### src/rtl/axi_arb_pkg.sv
// Shared types, default parameters and the round-robin pick helper for the
// AXI slave-port arbiter.
package axi_arb_pkg;

   typedef enum logic {IDLE, GRANT} arb_state_t;

   localparam int unsigned DEF_NUM_MASTERS = 3;
   localparam int unsigned DEF_TIMEOUT     = 256;
   localparam int unsigned MAX_MASTERS     = 8;
   localparam int unsigned IDX_W           = 3;

   typedef struct packed {
      logic             found;
      logic [IDX_W-1:0] idx;
   } rr_pick_t;

   // First requester scanning cyclically from last+1 over the n active masters.
   function automatic rr_pick_t rr_pick(input logic [MAX_MASTERS-1:0] req,
                                        input logic [IDX_W-1:0]       last,
                                        input int unsigned            n);
      rr_pick_t    res;
      logic [31:0] c;
      res = '0;
      for (int unsigned k = 1; k <= MAX_MASTERS; k++) begin
         if (k <= n) begin
            c = (32'(last) + k) % n;
            if (!res.found && req[c[IDX_W-1:0]]) begin
               res.found = 1'b1;
               res.idx   = c[IDX_W-1:0];
            end
         end
      end
      return res;
   endfunction

endpackage

### src/rtl/axi_arb_channel.sv
// One arbitrated channel: IDLE/GRANT FSM, round-robin pointer and grant
// watchdog. The grant is held until done_i or the watchdog expires.
module axi_arb_channel
   import axi_arb_pkg::*;
#(
   parameter int unsigned NUM_MASTERS = DEF_NUM_MASTERS,
   parameter int unsigned TIMEOUT     = DEF_TIMEOUT,
   parameter int unsigned SEL_W       = $clog2(NUM_MASTERS)
) (
   input  logic                   clk_i,
   input  logic                   rst_ni,
   input  logic [NUM_MASTERS-1:0] req_i,
   input  logic                   done_i,
   output logic [NUM_MASTERS-1:0] gnt_o,
   output logic [SEL_W-1:0]       sel_o,
   output logic                   busy_o,
   output logic                   to_o
);

   localparam int unsigned CNT_W = (TIMEOUT > 0) ? $clog2(TIMEOUT + 1) : 1;
   localparam logic [CNT_W-1:0] CNT_LAST = (TIMEOUT > 0) ? CNT_W'(TIMEOUT - 1) : '0;
   localparam logic [SEL_W-1:0] LAST_RST = SEL_W'(NUM_MASTERS - 1);

   arb_state_t             state_q, state_d;
   logic [NUM_MASTERS-1:0] gnt_q, gnt_d;
   logic [SEL_W-1:0]       sel_q, sel_d;
   logic [SEL_W-1:0]       last_q, last_d;
   logic [CNT_W-1:0]       cnt_q, cnt_d;
   logic                   busy_q, busy_d;
   logic                   to_q, to_d;
   rr_pick_t               pick;
   logic                   expire;

   always_comb begin
      pick   = rr_pick(MAX_MASTERS'(req_i), IDX_W'(last_q), NUM_MASTERS);
      // Completion takes priority over the watchdog in the same cycle.
      expire = (TIMEOUT != 0) && !done_i && (cnt_q == CNT_LAST);
   end

   always_ff @(posedge clk_i or negedge rst_ni) begin
      if (!rst_ni) begin
         state_q <= IDLE;
         gnt_q   <= '0;
         sel_q   <= '0;
         last_q  <= LAST_RST;
         cnt_q   <= '0;
         busy_q  <= 1'b0;
         to_q    <= 1'b0;
      end else begin
         state_q <= state_d;
         gnt_q   <= gnt_d;
         sel_q   <= sel_d;
         last_q  <= last_d;
         cnt_q   <= cnt_d;
         busy_q  <= busy_d;
         to_q    <= to_d;
      end
   end

   always_comb begin
      state_d = state_q;
      unique case (state_q)
         IDLE:    if (pick.found) state_d = GRANT;
         GRANT:   if (done_i || expire) state_d = IDLE;
         default: state_d = IDLE;
      endcase
   end

   always_comb begin
      gnt_d  = gnt_q;
      sel_d  = sel_q;
      last_d = last_q;
      cnt_d  = cnt_q;
      busy_d = busy_q;
      to_d   = 1'b0;
      unique case (state_q)
         IDLE: begin
            cnt_d = '0;
            if (pick.found) begin
               gnt_d  = NUM_MASTERS'(1) << pick.idx;
               sel_d  = SEL_W'(pick.idx);
               busy_d = 1'b1;
            end else begin
               gnt_d  = '0;
               sel_d  = '0;
               busy_d = 1'b0;
            end
         end
         GRANT: begin
            if (done_i || expire) begin
               gnt_d  = '0;
               sel_d  = '0;
               busy_d = 1'b0;
               last_d = sel_q;
               cnt_d  = '0;
               to_d   = expire;
            end else if (TIMEOUT != 0) begin
               cnt_d = cnt_q + CNT_W'(1);
            end
         end
         default: begin
            gnt_d  = '0;
            sel_d  = '0;
            busy_d = 1'b0;
         end
      endcase
   end

   assign gnt_o  = gnt_q;
   assign sel_o  = sel_q;
   assign busy_o = busy_q;
   assign to_o   = to_q;

endmodule

### src/rtl/axi_rr_arbiter.sv
// Round-robin arbiter for the shared simplified-AXI slave port; write and read
// channels are arbitrated independently by two channel instances.
module axi_rr_arbiter
   import axi_arb_pkg::*;
#(
   parameter int unsigned NUM_MASTERS = DEF_NUM_MASTERS,
   parameter int unsigned TIMEOUT     = DEF_TIMEOUT,
   parameter int unsigned SEL_W       = $clog2(NUM_MASTERS)
) (
   input  logic                   aclk,
   input  logic                   rst_n,
   input  logic [NUM_MASTERS-1:0] req_w,
   input  logic [NUM_MASTERS-1:0] req_r,
   input  logic                   BVALID,
   input  logic                   BREADY,
   input  logic                   RVALID,
   input  logic                   RREADY,
   input  logic                   RLAST,
   output logic [NUM_MASTERS-1:0] gnt_w,
   output logic [NUM_MASTERS-1:0] gnt_r,
   output logic [SEL_W-1:0]       sel_w,
   output logic [SEL_W-1:0]       sel_r,
   output logic                   busy_w,
   output logic                   busy_r,
   output logic                   to_w,
   output logic                   to_r
);

   logic done_w;
   logic done_r;

   // Reads complete only on the final beat of the burst.
   assign done_w = BVALID & BREADY;
   assign done_r = RVALID & RREADY & RLAST;

   axi_arb_channel #(
      .NUM_MASTERS (NUM_MASTERS),
      .TIMEOUT     (TIMEOUT),
      .SEL_W       (SEL_W)
   ) u_chan_w (
      .clk_i  (aclk),
      .rst_ni (rst_n),
      .req_i  (req_w),
      .done_i (done_w),
      .gnt_o  (gnt_w),
      .sel_o  (sel_w),
      .busy_o (busy_w),
      .to_o   (to_w)
   );

   axi_arb_channel #(
      .NUM_MASTERS (NUM_MASTERS),
      .TIMEOUT     (TIMEOUT),
      .SEL_W       (SEL_W)
   ) u_chan_r (
      .clk_i  (aclk),
      .rst_ni (rst_n),
      .req_i  (req_r),
      .done_i (done_r),
      .gnt_o  (gnt_r),
      .sel_o  (sel_r),
      .busy_o (busy_r),
      .to_o   (to_r)
   );

endmodule

### config.mk
export PLATFORM = sky130hd
export DESIGN_NAME = axi_rr_arbiter
export DESIGN_NICKNAME = d
export VERILOG_FILES = /design/src/rtl/axi_arb_pkg.sv /design/src/rtl/axi_arb_channel.sv /design/src/rtl/axi_rr_arbiter.sv
export SDC_FILE = /design/constraint.sdc
export NUM_CORES = 1
export LEC_CHECK = 0
export CAP_MARGIN = 20
export CORE_MARGIN = 2
export CORE_UTILIZATION = 50
export CTS_CLUSTER_DIAMETER = 40
export DETAILED_ROUTE_END_ITERATION = 6
export PLACE_DENSITY_LB_ADDON = 0.1
export SYNTH_ARGS = -nofsm -noshare
export SYNTH_HDL_FRONTEND = slang
export SYNTH_SLANG_ARGS = --single-unit
### constraint.sdc
create_clock -name aclk -period 2.9 [get_ports aclk]
set_input_delay 0.435 -clock aclk [delete_from_list [all_inputs] [get_ports aclk]]
set_output_delay 0.435 -clock aclk [all_outputs]
set_load 0.01 [all_outputs]
## Yosys cells after proc, flatten, opt, wreduce, memory -nomap -nowiden

Index checks and enable logic that the tools add are counted.

| word-level totals | value |
|---|---|
| register bits after elaboration | 38 |
| input port bits | 13 |
| word-level logic and storage cells | 109 |

| operators by class | value |
|---|---|
| add/subtract/negate cells | 8 |
| divide/modulo/power cells | 6 |
| order comparisons | 6 |
| equality and inequality tests | 4 |
| shift operators | 2 |
| muxes and demuxes | 48 |
| bitwise logic cells | 5 |
| reduce and logical (&&, ||, !) cells | 16 |

Operator list:

| operator | count |
|---|---|
| $mod A32 B2 Y32 const B | 6 |
| $pmux W9 S2 | 2 |
| $lt A3 B4 Y1 const B | 6 |
| $mux W4 | 6 |
| $add A9 B1 Y9 const B | 2 |
| $bmux W1 S3 | 6 |
| $eq A9 B8 Y1 const B | 2 |
| $mux W9 | 2 |
| $mux W1 | 16 |
| $add A2 B2 Y3 const B | 4 |
| $mux W3 | 4 |
| $pmux W3 S2 | 2 |
| $mux W2 | 4 |
| $pmux W1 S2 | 4 |
| $pmux W2 S2 | 2 |
| $add A2 B1 Y3 const B | 2 |
| $logic_and A1 B1 Y1 | 6 |
| $logic_not A1 Y1 | 6 |
| $shl A1 B3 Y3 const A | 2 |
| $ne A2 B2 Y1 const B | 2 |
| $reduce_and A2 Y1 | 2 |
| $and A1 B1 Y1 | 3 |
| $logic_or A1 B1 Y1 | 2 |
| $not A1 Y1 | 2 |

## Longest topological paths before layout

| depth | value |
|---|---|
| depth in word-level cells | 14 |
| gate-level depth with buffers | 8 |
| mapped depth without buffers | 8 |

## Modules after synthesis

From an unflattened synthesis, not the netlist that was laid out.

| second synthesis, totals | value |
|---|---|
| cells, all modules | 228 |
| area total of the unflattened synthesis | 2289.7 sq um |

Modules (own cells, without submodules):

| module | times used | cells an instance | area each (sq um) | sequential area each (sq um) |
|---|---|---|---|---|
| axi_arb_channel | 2 | 113 | 1138.6 | 476.7 |
| axi_rr_arbiter | 1 | 2 | 12.5 | 0.0 |

## Least setup slack after synthesis

No wires, ideal clock.

| timing | value |
|---|---|
| kind | reg-to-reg |
| start point | reg u_chan_w.last_q[1] |
| end point | reg u_chan_w.gnt_q[1] (netlist: u_chan_w.gnt_o[1]) |
| library setup time | 122 ps |
| data arrival time | 2148 ps |
| data required time | 2778 ps |
| path slack | 630 ps |
| cell stages (with the launch flop) | 9 |
| buffers on the path | 1 |
| clock period less this slack | 2270 ps |
| cells stage by stage | dfstp_2 > inv_1 > ha_1 > buf_6 > a21bo_1 > o221ai_2 > nand4_1 > mux2_4 > a32o_1 |

| on the way | value |
|---|---|
| cells in the longest elaborated chain, start to end | 14 |

RTL lines:

| what | RTL line | source |
|---|---|---|
| start, declared | axi_arb_channel.sv:27 | `logic [SEL_W-1:0] last_q, last_d;` |
| start signal, assigned | axi_arb_channel.sv:53 | `last_q <= last_d;` |
| $add A2 B1 Y3 | axi_arb_pkg.sv:26 | `c = (32'(last) + k) % n;` |
| $mod A32 B2 Y32 | axi_arb_pkg.sv:26 |  |
| $bmux W1 S3 | axi_arb_pkg.sv:27 | `if (!res.found && req[c[IDX_W-1:0]]) begin` |
| $mux W1 (implied by the code) | axi_arb_pkg.sv:27 |  |
| $mux W4 | axi_arb_pkg.sv:27 |  |
| $logic_not A1 Y1 | axi_arb_pkg.sv:27 |  |
| $logic_and A1 B1 Y1 | axi_arb_pkg.sv:27 |  |
| $mux W4 | axi_arb_pkg.sv:27 |  |
| $logic_not A1 Y1 | axi_arb_pkg.sv:27 |  |
| $logic_and A1 B1 Y1 | axi_arb_pkg.sv:27 |  |
| $mux W4 (*) | axi_arb_pkg.sv:27 |  |
| $shl A1 B3 Y3 | axi_arb_channel.sv:80 | `gnt_d = NUM_MASTERS'(1) << pick.idx;` |
| $mux W3 (*) | axi_arb_channel.sv:79 | `if (pick.found) begin` |
| $pmux W3 S2 (*) | axi_arb_channel.sv:76 | `unique case (state_q)` |
| end signal, assigned | axi_arb_channel.sv:51 | `gnt_q <= gnt_d;` |
| end, declared | axi_arb_channel.sv:25 | `logic [NUM_MASTERS-1:0] gnt_q, gnt_d;` |

Every way passes the cells marked *; elsewhere a longest branch is shown, timed or not. The select of a mux whose other input is x is not followed.
A chain may end at the register's enable or synchronous reset.

## Worst setup path in the final report

Ends and elaborated chain as after synthesis.

==> impl_metrics.csv <==
group,metric,value,unit
synthesis,post-synth-top-area-fraction,0.409,
run,cap_viol_max_count,0,
place,hpwl,2840,um
cts,cts.repair.resized,0,
sta,final_hold_viol_count,0,
power_and_ir_drop,leakage,1.21,nW
sta,clock-skew-final,0.00253,ns
synthesis,asyncSetResetFlopFracSynth,1.00,
drt,dr.first_iter.drc_count,84,
sta,finalSetupTns,0,ns
floorplan,start_util,0.513,
worst_setup_path,critical_path.cell_chain,"inv_1 > ha_1 > a21bo_1 > o221ai_2 > nand4_1 > mux2_4 > a32o_1",
worst_setup_path,critical_path.max_stage_delay,0.58,ns
cts,cts_tree,"done",
worst_hold_path,hp-class,"input port to async pin",
power_and_ir_drop,part_of_the_total_power_dissipated_in_sequential_elements,0.326,
worst_setup_path,worst_ep_required_time,3.08,ns
grt,antenna_found_initial,0,
cts,clkTransAtPathRegs,0.07,ns
grt,gr-usage-all-layers,0.174,
worst_setup_path,type_of_the_worst_setup_path,"flip-flop to flip-flop",
grt,first_pass_grt_wire_length,6890,um
drt,routed_via_density,5.37,
synthesis,post_synth.cell_area_avg,9.91,um^2
floorplan,die_area,0.00495,mm^2
drt,route.vias.total,1632,
worst_setup_path,arrival,2.67,ns
floorplan,core_area,0.00429,mm^2
floorplan,row_count,24,
place,buffers_added_on_ports,26,
sta,worstMarginPinSlew,0.818,ns
synthesis,synth-seq-cells,38,
worst_setup_path,timing.rr.start,"u_chan_w.last_q[1]$_DFFE_PN1P_",
cts,cts_post_setup_buffers_inserted,0,
sta,worst_slew_margin_rel,0.455,
worst_setup_path,critical_path.max_fanout,11,
drt,drt_pass1_iterations,4,
power_and_ir_drop,switchingPower,0.000978,W
sta,timing_max_transition_violations_final,0,
power_and_ir_drop,irDropWorstVdd,556,uV
worst_setup_path,critical_path_start_type,"flip-flop",
grt,first_global_vias,1580,
cells_and_area,drive_above_1_share,0.0992,
cts,ctsHtreeMaxLevel,2,
synthesis,synth_area_leaders,"sky130_fd_sc_hd__dfrtp_1 (41%), sky130_fd_sc_hd__ha_1 (10%), sky130_fd_sc_hd__nand2_1 (5.1%)",
floorplan,x_dimension_of_the_die,70.3,um
grt,grt_start_max_net_pins,39,
sta,setup_violations,0,
synthesis,dominantRegCellSynth,"sky130_fd_sc_hd__dfrtp_1",
power_and_ir_drop,power_report.internal_total,0.00147,W
synthesis,yosysUniqueCellTypes,44,
cts,clockBufferDepth,2,
drt,routed_wirelength,3940,um
floorplan,io_pins,27,
worst_setup_path,cp_max_stage_cell,"sky130_fd_sc_hd__dfstp_2",
grt,grt-ovfl-total,0,
cells_and_area,layout.core_utilization,0.603,
sta,rsz0062_at_grt,"false",
power_and_ir_drop,pwr_density_cell,945,mW/mm^2
cells_and_area,stdcell_count,304,
synthesis,ys_warn_count,0,
cts,cts.sinks,38,
synthesis,synth-edff-count,0,
synthesis,synth_fp_nets,253,
synthesis,synthCells,222,
synthesis,yosysTopAreaCell,"sky130_fd_sc_hd__dfrtp_1",
synthesis,yosysSeqAreaShare,0.433,
cells_and_area,area.growth.synth_to_final,17.6,%
cts,cts_hold_repair.buffers,0,
sta,fmax,401,MHz
place,gpl.final_weighted_congestion,0.880,
place,placed_cells_incl_taps,296,
power_and_ir_drop,combPwrFrac,0.524,
cts,clk_latency,0.29,ns
cells_and_area,num_antenna_cells,0,
power_and_ir_drop,power.share.clock,0.150,
cells_and_area,final.fill_count,369,
drt,wire_per_inst,12.9,um
outcome,run_status,"completed",
sta,min_period_over_period,0.859,
power_and_ir_drop,switching_share,0.400,
cts,numCtsBuffers,5,
drt,drt_drc_violations_left,0,
synthesis,syn_area,0.00220,mm^2
floorplan,dieHeight,70.3,um
cells_and_area,nNetsFinal,282,
cts,cts_root_buffer,"sky130_fd_sc_hd__clkbuf_8",
sta,min_period,2.49,ns
worst_setup_path,cp-end-kind,"flip-flop",
drt,final_antenna_net_count,0,
worst_setup_path,launching_element_of_the_worst_setup_path,"u_chan_w.last_q[1]$_DFFE_PN1P_",
==> final timing paths <==
check                                                end  slack (ns)  depth (start not counted)
max                        u_chan_w.gnt_o[1]$_DFFE_PN0P_        0.41                          7
min                        u_chan_r.gnt_o[0]$_DFFE_PN0P_        0.24                          1
max reg2reg                u_chan_w.gnt_o[1]$_DFFE_PN0P_        0.41                          7
min reg2reg                  u_chan_w.cnt_q[0]$_DFF_PN0_        0.46                          1
max in group asynchronous    u_chan_w.cnt_q[7]$_DFF_PN0_        2.15                          1
min in group aclk            u_chan_w.cnt_q[0]$_DFF_PN0_        0.46                          1
==> placed cells by master (no fill, tap or decap), types with 2 or more instances in the layout <==
| master | instances |
|---|---|
| sky130_fd_sc_hd__a21boi_0 | 3 |
| sky130_fd_sc_hd__a21o_1 | 4 |
| sky130_fd_sc_hd__a21oi_1 | 4 |
| sky130_fd_sc_hd__a22o_1 | 3 |
| sky130_fd_sc_hd__a32o_1 | 3 |
| sky130_fd_sc_hd__and2_1 | 2 |
| sky130_fd_sc_hd__and3_1 | 7 |
| sky130_fd_sc_hd__clkbuf_8 | 6 |
| sky130_fd_sc_hd__clkdlybuf4s50_1 | 25 |
| sky130_fd_sc_hd__dfrtp_1 | 36 |
| sky130_fd_sc_hd__dfstp_2 | 2 |
| sky130_fd_sc_hd__ha_1 | 18 |
| sky130_fd_sc_hd__inv_1 | 12 |
| sky130_fd_sc_hd__mux2_2 | 5 |
| sky130_fd_sc_hd__mux2i_1 | 5 |
| sky130_fd_sc_hd__nand2_1 | 30 |
| sky130_fd_sc_hd__nand2b_1 | 2 |
| sky130_fd_sc_hd__nand3_1 | 8 |
| sky130_fd_sc_hd__nand4_1 | 2 |
| sky130_fd_sc_hd__nand4b_1 | 2 |
| sky130_fd_sc_hd__nor2_1 | 24 |
| sky130_fd_sc_hd__nor2b_1 | 5 |
| sky130_fd_sc_hd__o21ai_0 | 7 |
| sky130_fd_sc_hd__o221ai_2 | 2 |
| sky130_fd_sc_hd__o22ai_1 | 2 |
| sky130_fd_sc_hd__or2_2 | 3 |
| sky130_fd_sc_hd__xnor2_1 | 6 |
| sky130_fd_sc_hd__xor2_1 | 6 |
==> power by group through the flow <==
stage | registers [W] | logic [W] | clock network (W)
after floorplan | 0.000808 | 0.000964 | 0
after global placement | 0.000804 | 0.00127 | 0
after detailed placement | 0.000808 | 0.00127 | 0
after CTS | 0.000800 | 0.00128 | 0.000377
after global routing | 0.000821 | 0.00143 | 0.000400
final | 0.000797 | 0.00128 | 0.000368
==> cell type report <==
cell class	instances	area [um^2]	share of cell area
repair buffers	26	255	0.0986
multi-input cells	168	1180	0.455
well taps	52	65.1	0.0251
clock inverters	1	5.00	0.00193
inverters	12	45.0	0.0174
flip-flops and latches	38	953	0.368
clock buffers	7	86.3	0.0333
==> per-stage QoR <==
| stage | cell area [um^2] | power, W | worst slack, ns | hold WS, ns |
|---|---|---|---|---|
| floorplan | 2200 | 0.00177 | 0.630 | 0.139 |
| global placement | 2500 | 0.00207 | 0.499 | 0.453 |
| detailed placement | 2500 | 0.00208 | 0.447 | 0.454 |
| CTS | 2590 | 0.00245 | 0.431 | 0.273 |
| global route | 2590 | 0.00265 | 0.241 | 0.299 |
| finish | 2590 | 0.00245 | 0.409 | 0.238 |
==> synth_stat cells (all sizes together) (2+ instances only) <==
cell    instances
nand4           2
dfrtp          36
nand2b          2
a21o            4
mux2i           5
and2            3
nor2b           5
nor2           24
dfstp           2
and3            7
xor2            6
inv            12
nand3           8
ha             18
o22ai           2
xnor2           6
o221ai          2
nand2          30
a32o            3
clkbuf          3
a21boi          3
a21oi           4
a21bo           2
nand4b          2
o21ai           7
a22o            3
or2             3
mux2            6
==> routing by layer <==
| layer | vias up | GRT usage | wire length, um |
|---|---|---|---|
| met5 | - | 0 | 0 |
| met4 | 0 | 0.0598 | 48 |
| met3 | 5 | 0.0418 | 205 |
| met2 | 48 | 0.266 | 1790 |
| met1 | 755 | 0.241 | 1890 |
| li1 | 824 | - | - |
==> flip-flops by register name, summed over array words and instances, names as in the netlist <==
register	count
u_chan_r.cnt_q	9
u_chan_w.cnt_q	9
u_chan_r.gnt_o	3
u_chan_w.gnt_o	3
u_chan_r.last_q	2
u_chan_r.sel_o	2
u_chan_w.last_q	2
u_chan_w.sel_o	2
u_chan_r.busy_o	1
u_chan_r.state_q	1
u_chan_r.to_o	1
u_chan_w.busy_o	1
u_chan_w.state_q	1
u_chan_w.to_o	1
==> cell families (layout without fill, tap and decap cells) <==
| group | Yosys count | after routing | share of synthesized area |
|---|---|---|---|
| muxes | 11 | 11 | 0.0551 |
| xor gates and xnor gates | 12 | 12 | 0.0478 |
| adders and majority gates | 18 | 18 | 0.102 |
| and+or+nand+nor | 91 | 91 | 0.201 |
| DFF | 38 | 38 | 0.433 |
| buffers and inverters | 16 | 46 | 0.0313 |
| AOI/OAI and AO/OA | 36 | 36 | 0.129 |
==> worst max-delay path: cells and delay by family, from the launching register on <==
family          cells  cell delay [ns]
fa+ha+maj           1             0.48
flops               1             0.58
simple gates        1             0.16
mux                 1             0.35
compound gates      3             0.73
buf+inv             1             0.09
Note: power is estimated with default switching activity, not from simulation.
